==> config.mk <==
export PLATFORM = sky130hd
export DESIGN_NAME = servo_pulse_decoder
export DESIGN_NICKNAME = d
export VERILOG_FILES = /design/src/rtl/servo_pulse_decoder.sv
export SDC_FILE = /design/constraint.sdc
export NUM_CORES = 1
export LEC_CHECK = 0
export ABC_AREA = 1
export CELL_PAD_IN_SITES_DETAIL_PLACEMENT = 1
export CELL_PAD_IN_SITES_GLOBAL_PLACEMENT = 1
export CORE_MARGIN = 2
export CORE_UTILIZATION = 48
export CTS_CLUSTER_SIZE = 12
export DETAILED_ROUTE_END_ITERATION = 10
export PLACE_DENSITY_LB_ADDON = 0.1
export SETUP_SLACK_MARGIN = 0.1
export SYNTH_ARGS = -nofsm -noshare
export SYNTH_HDL_FRONTEND = slang
export SYNTH_SLANG_ARGS = --single-unit
==> constraint.sdc <==
create_clock -name sysclk -period 5.1 [get_ports sysclk]
set_input_delay 0.765 -clock sysclk [delete_from_list [all_inputs] [get_ports sysclk]]
set_output_delay 0.765 -clock sysclk [all_outputs]
set_load 0.05 [all_outputs]
==> src/rtl/servo_pulse_decoder.sv <==
// servo_pulse_decoder
//   Measures the high time of a servo PWM pulse in microseconds, range-checks
//   it, and maps accepted widths to a 4-bit position code. It also flags loss
//   of signal when rising edges stop arriving.
//
// Ports
//   sysclk    in   system clock, rising-edge active
//   reset     in   asynchronous active-high reset
//   Pulse_In  in   servo PWM input, asynchronous to sysclk
//   Width_us  out  last accepted high time in us
//   Position  out  last accepted position code
//   Valid     out  one-cycle strobe: Width_us/Position just updated
//   Err       out  one-cycle strobe: a pulse was rejected for its width
//   Lost      out  level: no rising edge seen within TIMEOUT_US
module servo_pulse_decoder #(
  parameter int unsigned TICKS_PER_US = 100,
  parameter int unsigned MIN_US       = 500,
  parameter int unsigned MAX_US       = 2500,
  parameter int unsigned TIMEOUT_US   = 25000
) (
  input  logic        sysclk,
  input  logic        reset,
  input  logic        Pulse_In,
  output logic [11:0] Width_us,
  output logic [3:0]  Position,
  output logic        Valid,
  output logic        Err,
  output logic        Lost
);

  localparam int unsigned PW = (TICKS_PER_US > 1) ? $clog2(TICKS_PER_US) : 1;
  localparam int unsigned TW = $clog2(TIMEOUT_US + 1);

  localparam logic [PW-1:0] PRESC_LAST = PW'(TICKS_PER_US - 1);
  localparam logic [TW-1:0] TO_LIMIT   = TW'(TIMEOUT_US);
  localparam logic [11:0]   MIN_W      = 12'(MIN_US);
  localparam logic [11:0]   MAX_W      = 12'(MAX_US);
  localparam logic [11:0]   POS_BASE   = 12'd1000;
  localparam logic [11:0]   WIDTH_SAT  = 12'hFFF;

  typedef enum logic [1:0] {
    SYNC,
    WAIT_RISE,
    MEASURE
  } state_e;

  state_e state_q, state_d;

  // Input synchronizer, edge-detect delay and synchronizer-fill tracker
  logic          sync1_q, sync2_q, pulse_d1_q;
  logic [1:0]    fill_q;
  logic          pulse_s, rise, fall;

  // Measurement datapath
  logic [PW-1:0] presc_q, presc_d;
  logic [11:0]   width_q, width_d;
  logic          presc_wrap;
  logic [11:0]   width_final;
  logic          in_range;
  logic [11:0]   pos_diff;
  logic [3:0]    pos_code;

  // Loss-of-signal timer
  logic [PW-1:0] tpre_q, tpre_d;
  logic [TW-1:0] to_cnt_q, to_cnt_d;

  // Output registers
  logic [11:0]   width_out_q, width_out_d;
  logic [3:0]    pos_q, pos_d;
  logic          valid_q, valid_d;
  logic          err_q, err_d;
  logic          lost_q, lost_d;

  // FSM output decodes
  logic          meas_clear, meas_count, meas_done;

  assign pulse_s = sync2_q;
  assign rise    = pulse_s & ~pulse_d1_q;
  assign fall    = ~pulse_s & pulse_d1_q;

  // Synchronizer and edge-detect pipeline
  always_ff @(posedge sysclk or posedge reset) begin
    if (reset) begin
      sync1_q    <= 1'b0;
      sync2_q    <= 1'b0;
      pulse_d1_q <= 1'b0;
      fill_q     <= '0;
    end else begin
      sync1_q    <= Pulse_In;
      sync2_q    <= sync1_q;
      pulse_d1_q <= sync2_q;
      fill_q     <= {fill_q[0], 1'b1};
    end
  end

  // FSM: state register
  always_ff @(posedge sysclk or posedge reset) begin
    if (reset) state_q <= SYNC;
    else       state_q <= state_d;
  end

  // FSM: next state. SYNC waits until the synchronizer holds real input
  // samples (fill_q[1]); the reset zeros would otherwise look like a low
  // level and let a pulse already high at reset exit be measured.
  always_comb begin
    state_d = state_q;
    unique case (state_q)
      SYNC:      if (fill_q[1] && !pulse_s) state_d = WAIT_RISE;
      WAIT_RISE: if (rise)                  state_d = MEASURE;
      MEASURE:   if (fall)                  state_d = WAIT_RISE;
      default:                              state_d = SYNC;
    endcase
  end

  // FSM: output decodes
  always_comb begin
    meas_clear = 1'b0;
    meas_count = 1'b0;
    meas_done  = 1'b0;
    unique case (state_q)
      WAIT_RISE: meas_clear = rise;
      MEASURE: begin
        meas_count = 1'b1;
        meas_done  = fall;
      end
      default: ;
    endcase
  end

  // The falling-edge cycle still owes one prescaler tick; folding its wrap in
  // combinationally makes the result floor(high_cycles / TICKS_PER_US).
  always_comb begin
    presc_wrap  = (presc_q == PRESC_LAST);
    width_final = width_q;
    if (presc_wrap && (width_q != WIDTH_SAT)) width_final = width_q + 12'd1;

    in_range = (width_final >= MIN_W) && (width_final <= MAX_W);

    pos_diff = width_final - POS_BASE;
    if (width_final < POS_BASE)      pos_code = 4'd0;
    else if ((pos_diff >> 6) > 12'd15) pos_code = 4'hF;
    else                              pos_code = pos_diff[9:6];
  end

  // Datapath next-state
  always_comb begin
    presc_d     = presc_q;
    width_d     = width_q;
    tpre_d      = tpre_q;
    to_cnt_d    = to_cnt_q;
    width_out_d = width_out_q;
    pos_d       = pos_q;
    valid_d     = 1'b0;
    err_d       = 1'b0;
    lost_d      = lost_q;

    if (meas_clear) begin
      presc_d = '0;
      width_d = '0;
    end else if (meas_count) begin
      presc_d = presc_wrap ? '0 : presc_q + PW'(1);
      width_d = width_final;
    end

    if (meas_done) begin
      valid_d = in_range;
      err_d   = ~in_range;
    end

    if (valid_d) begin
      width_out_d = width_final;
      pos_d       = pos_code;
    end

    // Loss-of-signal timer: restarted by every rise, saturates at the limit
    if (rise) begin
      tpre_d   = '0;
      to_cnt_d = '0;
    end else if (to_cnt_q != TO_LIMIT) begin
      if (tpre_q == PRESC_LAST) begin
        tpre_d   = '0;
        to_cnt_d = to_cnt_q + TW'(1);
      end else begin
        tpre_d   = tpre_q + PW'(1);
      end
    end

    // Lost is sticky until an accepted pulse; rejected pulses leave it set
    if (to_cnt_q == TO_LIMIT) lost_d = 1'b1;
    if (valid_d)              lost_d = 1'b0;
  end

  always_ff @(posedge sysclk or posedge reset) begin
    if (reset) begin
      presc_q     <= '0;
      width_q     <= '0;
      tpre_q      <= '0;
      to_cnt_q    <= '0;
      width_out_q <= '0;
      pos_q       <= '0;
      valid_q     <= 1'b0;
      err_q       <= 1'b0;
      lost_q      <= 1'b0;
    end else begin
      presc_q     <= presc_d;
      width_q     <= width_d;
      tpre_q      <= tpre_d;
      to_cnt_q    <= to_cnt_d;
      width_out_q <= width_out_d;
      pos_q       <= pos_d;
      valid_q     <= valid_d;
      err_q       <= err_d;
      lost_q      <= lost_d;
    end
  end

  assign Width_us = width_out_q;
  assign Position = pos_q;
  assign Valid    = valid_q;
  assign Err      = err_q;
  assign Lost     = lost_q;

endmodule

==> summary.md, run 1 <==
| Metric | Value |
|---|---|
| Setup violators final | 0 |
| Library cells used by synthesis | 32 |
| PnR worst setup slack | roughly 2.2 ns |
| Vias after detailed routing | 3168 |
| Multiplexer area fraction after synthesis | 0% |
| I/O pins | 22 |
| CP endpoint kind | flip-flop |
| # hold bufs at CTS | 0 |
| Worst R2R Start | width_q[1] |
| Post-cts gate resize count | 0 |
| Seq cells post-synth | 67 |
| Synthesis warning total | 0 |
| Detailed-route DRC error count | 0 |
| Fraction of layout cells with a size suffix above 1 | between 10% and 20% |
| Cell at the slowest stage of the critical path | dfrtp_1 |
| Hold Startpoint | fill_q[0] |
| Post-Synth XOR/XNOR Area | 1.64% |
| Max Buffers Root-to-Sink | 2 |
| CTS buffer count | 9 |
| Max incr delay on CP | about 0.43 ns |
| Post-DP Area | 0.00400 mm^2 |
| Total track usage | around 23% |
| LEAKAGE | between 1.5 and 2 nW |
| Fin crit period | 2.93 ns |
| RSZ-0062 raised after global routing | no |
| Starting density of the core | around half |
| Pre-CTS WS | between 2 and 2.5 ns |
| Max Slew Vio Count | 0 |
| Top_reg_cell synth | dfrtp_1 |
| Final hold violation count | 0 |
| Commonest cells post-synth | 96 x nand2_1, 67 x dfrtp_1, 49 x inv_1, 40 x nor2_1, 38 x nand3_1 |
| Die area | roughly 0.0085 mm^2 |
| Hold slack | between 0.3 and 0.4 ns |
| Setup TNS | 0 ns |
| Period utilisation layout | a little under three fifths |
| Compound-Gate Fraction of Synth Area | 13.5% |
| Mean Syn Cell Area | approximately 8 um^2 |
| Max Freq | between 300 and 400 MHz |
| Clk sinks | 67 |
| Critical Path Start | width_q[1] |
| Startpoint types | flip-flop |
| Synthesized Nets | approximately 470 |
| Post-synthesis simple-gate area fraction | a little under a third |
| Cells after DPL | 573 |
| Max-cap viol count | 0 |
| Clock Skews | ~0.010 ns |
| Antenna violations before repair | 0 |
| Die Span X | 92.2 um |
| Post-CTS Setup Bufs | 0 |
| Fill count | roughly 960 |
| Die Span Y | just over 90 um |
| Vias per cell | 5.38 |
| Final #Nets | 490 |
| Crit path cell chain | ha_1 > nand2_2 > nor2_4 > nand3_4 > nand2_4 > inv_2 > nand2_1 > nand2_2 > nor2_1 > nand3_1 > o21ai_2 > nand3_4 > nand2_1 > o21ai_2 |
| TritonRoute pass-1 iters | 4 |
| # rows | 32 |
| Gr ovfl total | 0 |
| Area leader, netlist | dfrtp_1 |
| Share of the synthesized area in the top cell type | 44.9% |
| Clock transition at the registers of the reported paths | around 0.080 ns |
| Final Cell Area | around 0.0043 mm^2 |
| CTS tree | yes |
| Post-synthesis sequential area ratio | between 40 and 50% |
| H-tree depth | 3 |
| Slew HR | around 42% |
| PD cells | ~320 mW/mm^2 |
| Ranking of synthesized cells by area | dfrtp_1 45%, nand2_1 9.7%, nand3_1 5.1% |
| Post-synth ARST share | 100% |
| Top-count cell post-synth | nand2_1 |
| Required time worst endpoint | 5.33 ns |
| Post-Synthesis Cells | between 400 and 500 |
| Port buffer count | 21 |
| Max rail drop VDD | about 0.15 mV |
| Wirelength per Cell | ~16 um |
| First-pass GRT wire length | between 15000 and 20000 um |
| Tightest Hold Check Type | flip-flop to flip-flop |
| Final ANT Viol Nets | 0 |
| Post-synth EDFFs | 0 |
| Vias in the first global route | around 3200 |
| DP HPWL | 6580 um |
| Worst-path maximum fanout | 34 |
| Status | complete, no violations |
| Arrival time worst endpoint | ~3.2 ns |
| Routed Wire Length | between 9000 and 10000 um |
| Mapped Area | 0.00373 mm^2 |
| Total core area | 0.00765 mm^2 |
| Root buffer cell | clkbuf_8 |
| Worst Max-Slew Pin Slew | 0.862 ns |
| Synthesis-to-finish area growth | 14.5% |
| Latest clock arrival within the worst-skew pair | about 0.35 ns |
| WS Path Type | flip-flop to flip-flop |
| Largest family of logic cells by synthesized area | simple AND/OR/NAND/NOR gates |
| Routability congestion estimate | ~0.82 |
| Diodes inserted | 0 |
| Adder-Cell Fraction of Synth Area | about 1.7% |
| Largest net degree at the start of global routing | 41 |
| Final Non-Filler Cells | 589 |
| Initial DRC Count | about 110 |
==> report_power, final <==
part           total [mW]  internal (mW)  switching [mW]
Sequential          0.610          0.573          0.0373
Combinational       0.165         0.0517           0.114
Clock               0.607          0.379           0.229
Total                1.38           1.00           0.380
==> per-layer routing <==
metal,global-route usage [%],part of all wire (%),up-vias
met5,0,0,-
met4,5.97,0.83,0
met3,4.03,2.1,7
met2,38.1,48,33
met1,31.6,50,1556
li1,-,-,1572
==> registers in the layout (all words and copies together), names as in the netlist <==
name        count
width_q        12
sync1_q         1
presc_q         7
Valid           1
Err             1
pulse_s         1
Position        4
state_q         2
fill_q          2
pulse_d1_q      1
Lost            1
Width_us       12
to_cnt_q       15
tpre_q          7
==> placed cells by master, fill, tap and decap left out, drive strengths merged, types with 2 or more instances in the layout <==
cell type / Yosys / layout
clkdlybuf4s50: 0 / 21
nand2: 120 / 120
o21ai: 41 / 41
a31oi: 5 / 5
nand4: 13 / 13
nor2: 48 / 48
o22ai: 13 / 13
nor3: 8 / 8
ha: 5 / 5
nand3b: 2 / 2
a32o: 2 / 2
nor4: 4 / 4
clkbuf: 7 / 9
dfrtp: 67 / 67
inv: 54 / 56
nand3: 40 / 40
bufinv: 0 / 4
a21oi: 16 / 16
xor2: 6 / 6
==> metrics by stage <==
| stage | power (mW) | utilization, % |
|---|---|---|
| after floorplan | 0.738 | - |
| after global placement | 0.777 | 52.3 |
| after detailed placement | 0.788 | 52.3 |
| after CTS | 1.39 | 55.9 |
| after global routing | 1.44 | 55.9 |
| final | 1.38 | 55.9 |
==> worst max-delay path, delay by kind of cell, from the launching register on <==
kind            cells  cell delay, ns
fa+ha+maj           1            0.24
buf+inv             1            0.09
compound gates      2            0.27
flops               1            0.43
simple gates       10            1.78
==> cell type report <==
class	count	area (um^2)	share of cell area (%)
Multi-Input combinational cell	328	1780	41.6
Sequential cell	67	1680	39.2
Timing Repair Buffer	22	218	5.10
Inverter	54	205	4.80
Clock inverter	7	146	3.43
Tap cell	102	128	2.99
Clock buffer	9	124	2.90
==> worst paths after layout <==
kind / endpoint / slack [ns] / depth (start not counted)
setup reg to reg: Width_us[8] / 2.17 / 14
max in group asynchronous: width_q[4] / 3.30 / 3
min in group asynchronous: Position[3] / 0.91 / 2
hold / removal: fill_q[1] / 0.35 / 0
setup / recovery: Width_us[8] / 2.17 / 14
hold reg to reg: fill_q[1] / 0.35 / 0
==> logic make-up (layout without fill, tap and decap cells) <==
logic type	after synthesis	count (layout)
adder cells (fa/ha/maj)	5	5
AND/OR/NAND/NOR	235	235
flip-flops	67	67
other	1	1
XOR/XNOR	7	7
buffers and inverters	65	92
AO/OA/AOI/OAI	80	80
(Power assumes the default switching activity.)
==> run 2, diff against run 1 <==
CORE_UTILIZATION = 45   (was 48)
clock period = 2.99 ns   (was 5.1 ns; I/O delays follow)
==> summary.md, run 2 (synthesis gave the netlist of run 1 again) <==
| Metric | Value |
|---|---|
| Status | complete, no violations |
| Max rail drop VDD | 0.324 mV (+120%) |
| Max-cap viol count | 0 (unchanged) |
| Cells after DPL | 581 (+1.4%) |
| Slew HR | 57.7% (+15 points) |
| LEAKAGE | 1.90 nW (+0.83%) |
| Final Non-Filler Cells | 602 (+2.2%) |
| CTS buffer count | 9 (unchanged) |
| Total core area | 0.00813 mm^2 (+6.4%) |
| Detailed-route DRC error count | 0 (unchanged) |
| Top reg by flops | to_cnt_q |
| Clk sinks | 67 (unchanged) |
| Routability congestion estimate | 0.884 (+8.2%) |
| Root buffer cell | clkbuf_8 |
| Commonest non-fill, non-tap cell in the layout | nand2_1 |
| Most frequent cells in the layout | 96 x nand2_1, 67 x dfrtp_1, 48 x inv_1, 40 x nor2_1, 38 x nand3_1 |
| Synthesis-to-finish area growth | 15.2% |
| CTS tree | yes |
| H-tree depth | 3 (unchanged) |
| Max reg flops | 15 (unchanged) |
| Buf/Inv on CP | 2 (+1) |
| Die area | 0.00904 mm^2 (+6.4%) |
| Starting density of the core | 45.9% (-2.9 points) |
| Fill count | 1006 (+5.1%) |
| RSZ-0062 raised after global routing | no |
| DP HPWL | 6810 um (+3.5%) |
| Wirelength per Cell | 15.5 um (-0.81%) |
| Tightest Hold Check Type | flip-flop to flip-flop |
| CP dominant cell by count | nand2_2 |
| Setup violators final | 0 (unchanged) |
| Max incr delay on CP | 0.43 ns (about the same) |
| Max Slew Vio Count | 0 (unchanged) |
| Initial DRC Count | 116 (+8.4%) |
| # hold bufs at CTS | 0 (unchanged) |
| Period utilisation layout | 86.5% (+29 points) |
| Critical path's top delay family | simple AND/OR/NAND/NOR gates |
| Die Span X | 95.1 um (+3.1%) |
| Clock transition at the registers of the reported paths | 0.08 ns (about the same) |
| Required time worst endpoint | 3.23 ns (-2.10 ns) |
| Startpoint types | flip-flop |
| CP endpoint kind | flip-flop |
| Total track usage | 22.5% (-0.63 points) |
| Post-cts gate resize count | 0 (unchanged) |
| Routed Wire Length | 9310 um (+1.4%) |
| First-pass GRT wire length | 15800 um (+0.97%) |
| Largest net degree at the start of global routing | 49 (+20%) |
| Fraction of layout cells with a size suffix above 1 | 16.7% (+1.5 points) |
| Final hold violation count | 0 (unchanged) |
| Vias in the first global route | 3222 (-0.62%) |
| Die Span Y | 95.1 um (+3.1%) |
| Arrival time worst endpoint | 2.83 ns (-0.34 ns) |
| Clock Skews | 0.0108 ns (+0.000365 ns) |
| Final #Nets | 500 (+2.0%) |
| WS Path Type | flip-flop to flip-flop |
| Setup TNS | 0 ns (unchanged) |
| Gr ovfl total | 0 (unchanged) |
| Worst-path maximum fanout | 11 (-68%) |
| I/O pins | 22 (unchanged) |
| TritonRoute pass-1 iters | 4 (unchanged) |
| Antenna violations before repair | 0 (unchanged) |
| Latest clock arrival within the worst-skew pair | 0.36 ns (about the same) |
| Port buffer count | 21 (unchanged) |
| Crit path cell chain | ha_1 > nand2_2 > nor2_4 > nand3_4 > nand2_4 > inv_2 > nand2_2 > nand2_2 > nor2_4 > nand2_1 > nor2_1 > nand2_1 > nand2_2 > nand3_4 > buf_4 > nand2_2 > o21ai_2 |
| PD cells | 489 mW/mm^2 (+51%) |
| Max Buffers Root-to-Sink | 2 (unchanged) |
| Worst Max-Slew Pin Slew | 0.630 ns (-0.233 ns) |
| Fin crit period | 2.59 ns (-0.344 ns) |
| Vias per cell | 5.39 (+0.19%) |
| Diodes inserted | 0 (unchanged) |
| Vias after detailed routing | 3244 (+2.4%) |
| Cell at the slowest stage of the critical path | dfrtp_1 |
| # rows | 33 (+3.1%) |
| Final ANT Viol Nets | 0 (unchanged) |
| Max Freq | 386 MHz (+13%) |
==> run 2: cell count changes in the layout (fill, tap and decap cells not counted), sizes merged <==
cell,previous run,this run
clkinv,1,3
inv,56,55
clkinvlp,0,1
clkbuf,9,10
buf,1,11
bufinv,4,1
==> run 2: cell type report <==
| class | instances | area (um^2) | area share [%] |
|---|---|---|---|
| Clock buffer | 10 | 128 | 2.97 |
| Clock inverter | 6 | 65.1 | 1.51 |
| Inverter | 54 | 205 | 4.77 |
| Multi-Input combinational cell | 328 | 1780 | 41.3 |
| Sequential cell | 67 | 1680 | 39.0 |
| Tap cell | 105 | 131 | 3.06 |
| Timing Repair Buffer | 32 | 318 | 7.39 |
==> run 2: final timing paths <==
kind / from / depth (start not counted) / to / slack, ns
min: fill_q[0] / 0 / fill_q[1] / 0.36
max: width_q[1] / 17 / Width_us[2] / 0.40
max in group asynchronous: reset / 3 / width_q[8] / 1.93
max reg2reg: width_q[1] / 17 / Width_us[2] / 0.40
min in group asynchronous: reset / 2 / tpre_q[2] / 0.42
min reg2reg: fill_q[0] / 0 / fill_q[1] / 0.36
==> run 2: what timing repair did <==
item / in CTS / in global routing
endpoints found under the hold margin: 0 / 0
setup endpoints to repair: 0 / 10
setup buffers: 0 / 5
==> run 2: worst register-to-register path, stage by stage (launching register included) <==
cell	delay, ns
dfrtp_1	0.43
ha_1	0.25
nand2_2	0.09
nor2_4	0.16
nand3_4	0.16
nand2_4	0.18
inv_2	0.09
nand2_2	0.07
nand2_2	0.10
nor2_4	0.18
nand2_1	0.07
nor2_1	0.09
nand2_1	0.07
nand2_2	0.10
nand3_4	0.10
buf_4	0.22
nand2_2	0.07
o21ai_2	0.05
==> run 2: power by group <==
part	internal [mW]	leakage, nW	switching [mW]	total (mW)
registers	0.978	0.910	0.0607	1.04
clock network	0.387	0.0966	0.381	0.768
logic	0.0968	0.890	0.200	0.297
==> run 2: metrics by stage <==
stage / area, um^2 / utilization [%] / worst slack (ns) / hold slack (ns) / power, mW
2_1_floorplan: 3730 / - / 0.789 / 0.331 / 1.26
3_3_place_gp: 4070 / 50.0 / 0.335 / 0.333 / 1.34
3_5_place_dp: 4070 / 50.0 / 0.238 / 0.343 / 1.36
4_1_cts: 4260 / 52.4 / 0.227 / 0.362 / 2.12
5_1_grt: 4300 / 52.9 / 0.167 / 0.370 / 2.21
6_report: 4300 / 52.9 / 0.402 / 0.357 / 2.10
==> run 2: routing by layer <==
layer / global-route usage, % / vias to the layer above / wire [um] / share of wire, %
met4: 8.33 / 0 / 152 / 1.6
met5: 0 / - / 0 / 0
met1: 31.4 / 1595 / 4650 / 50
met3: 3.32 / 12 / 255 / 2.7
li1: - / 1590 / - / -
met2: 35.4 / 47 / 4250 / 46
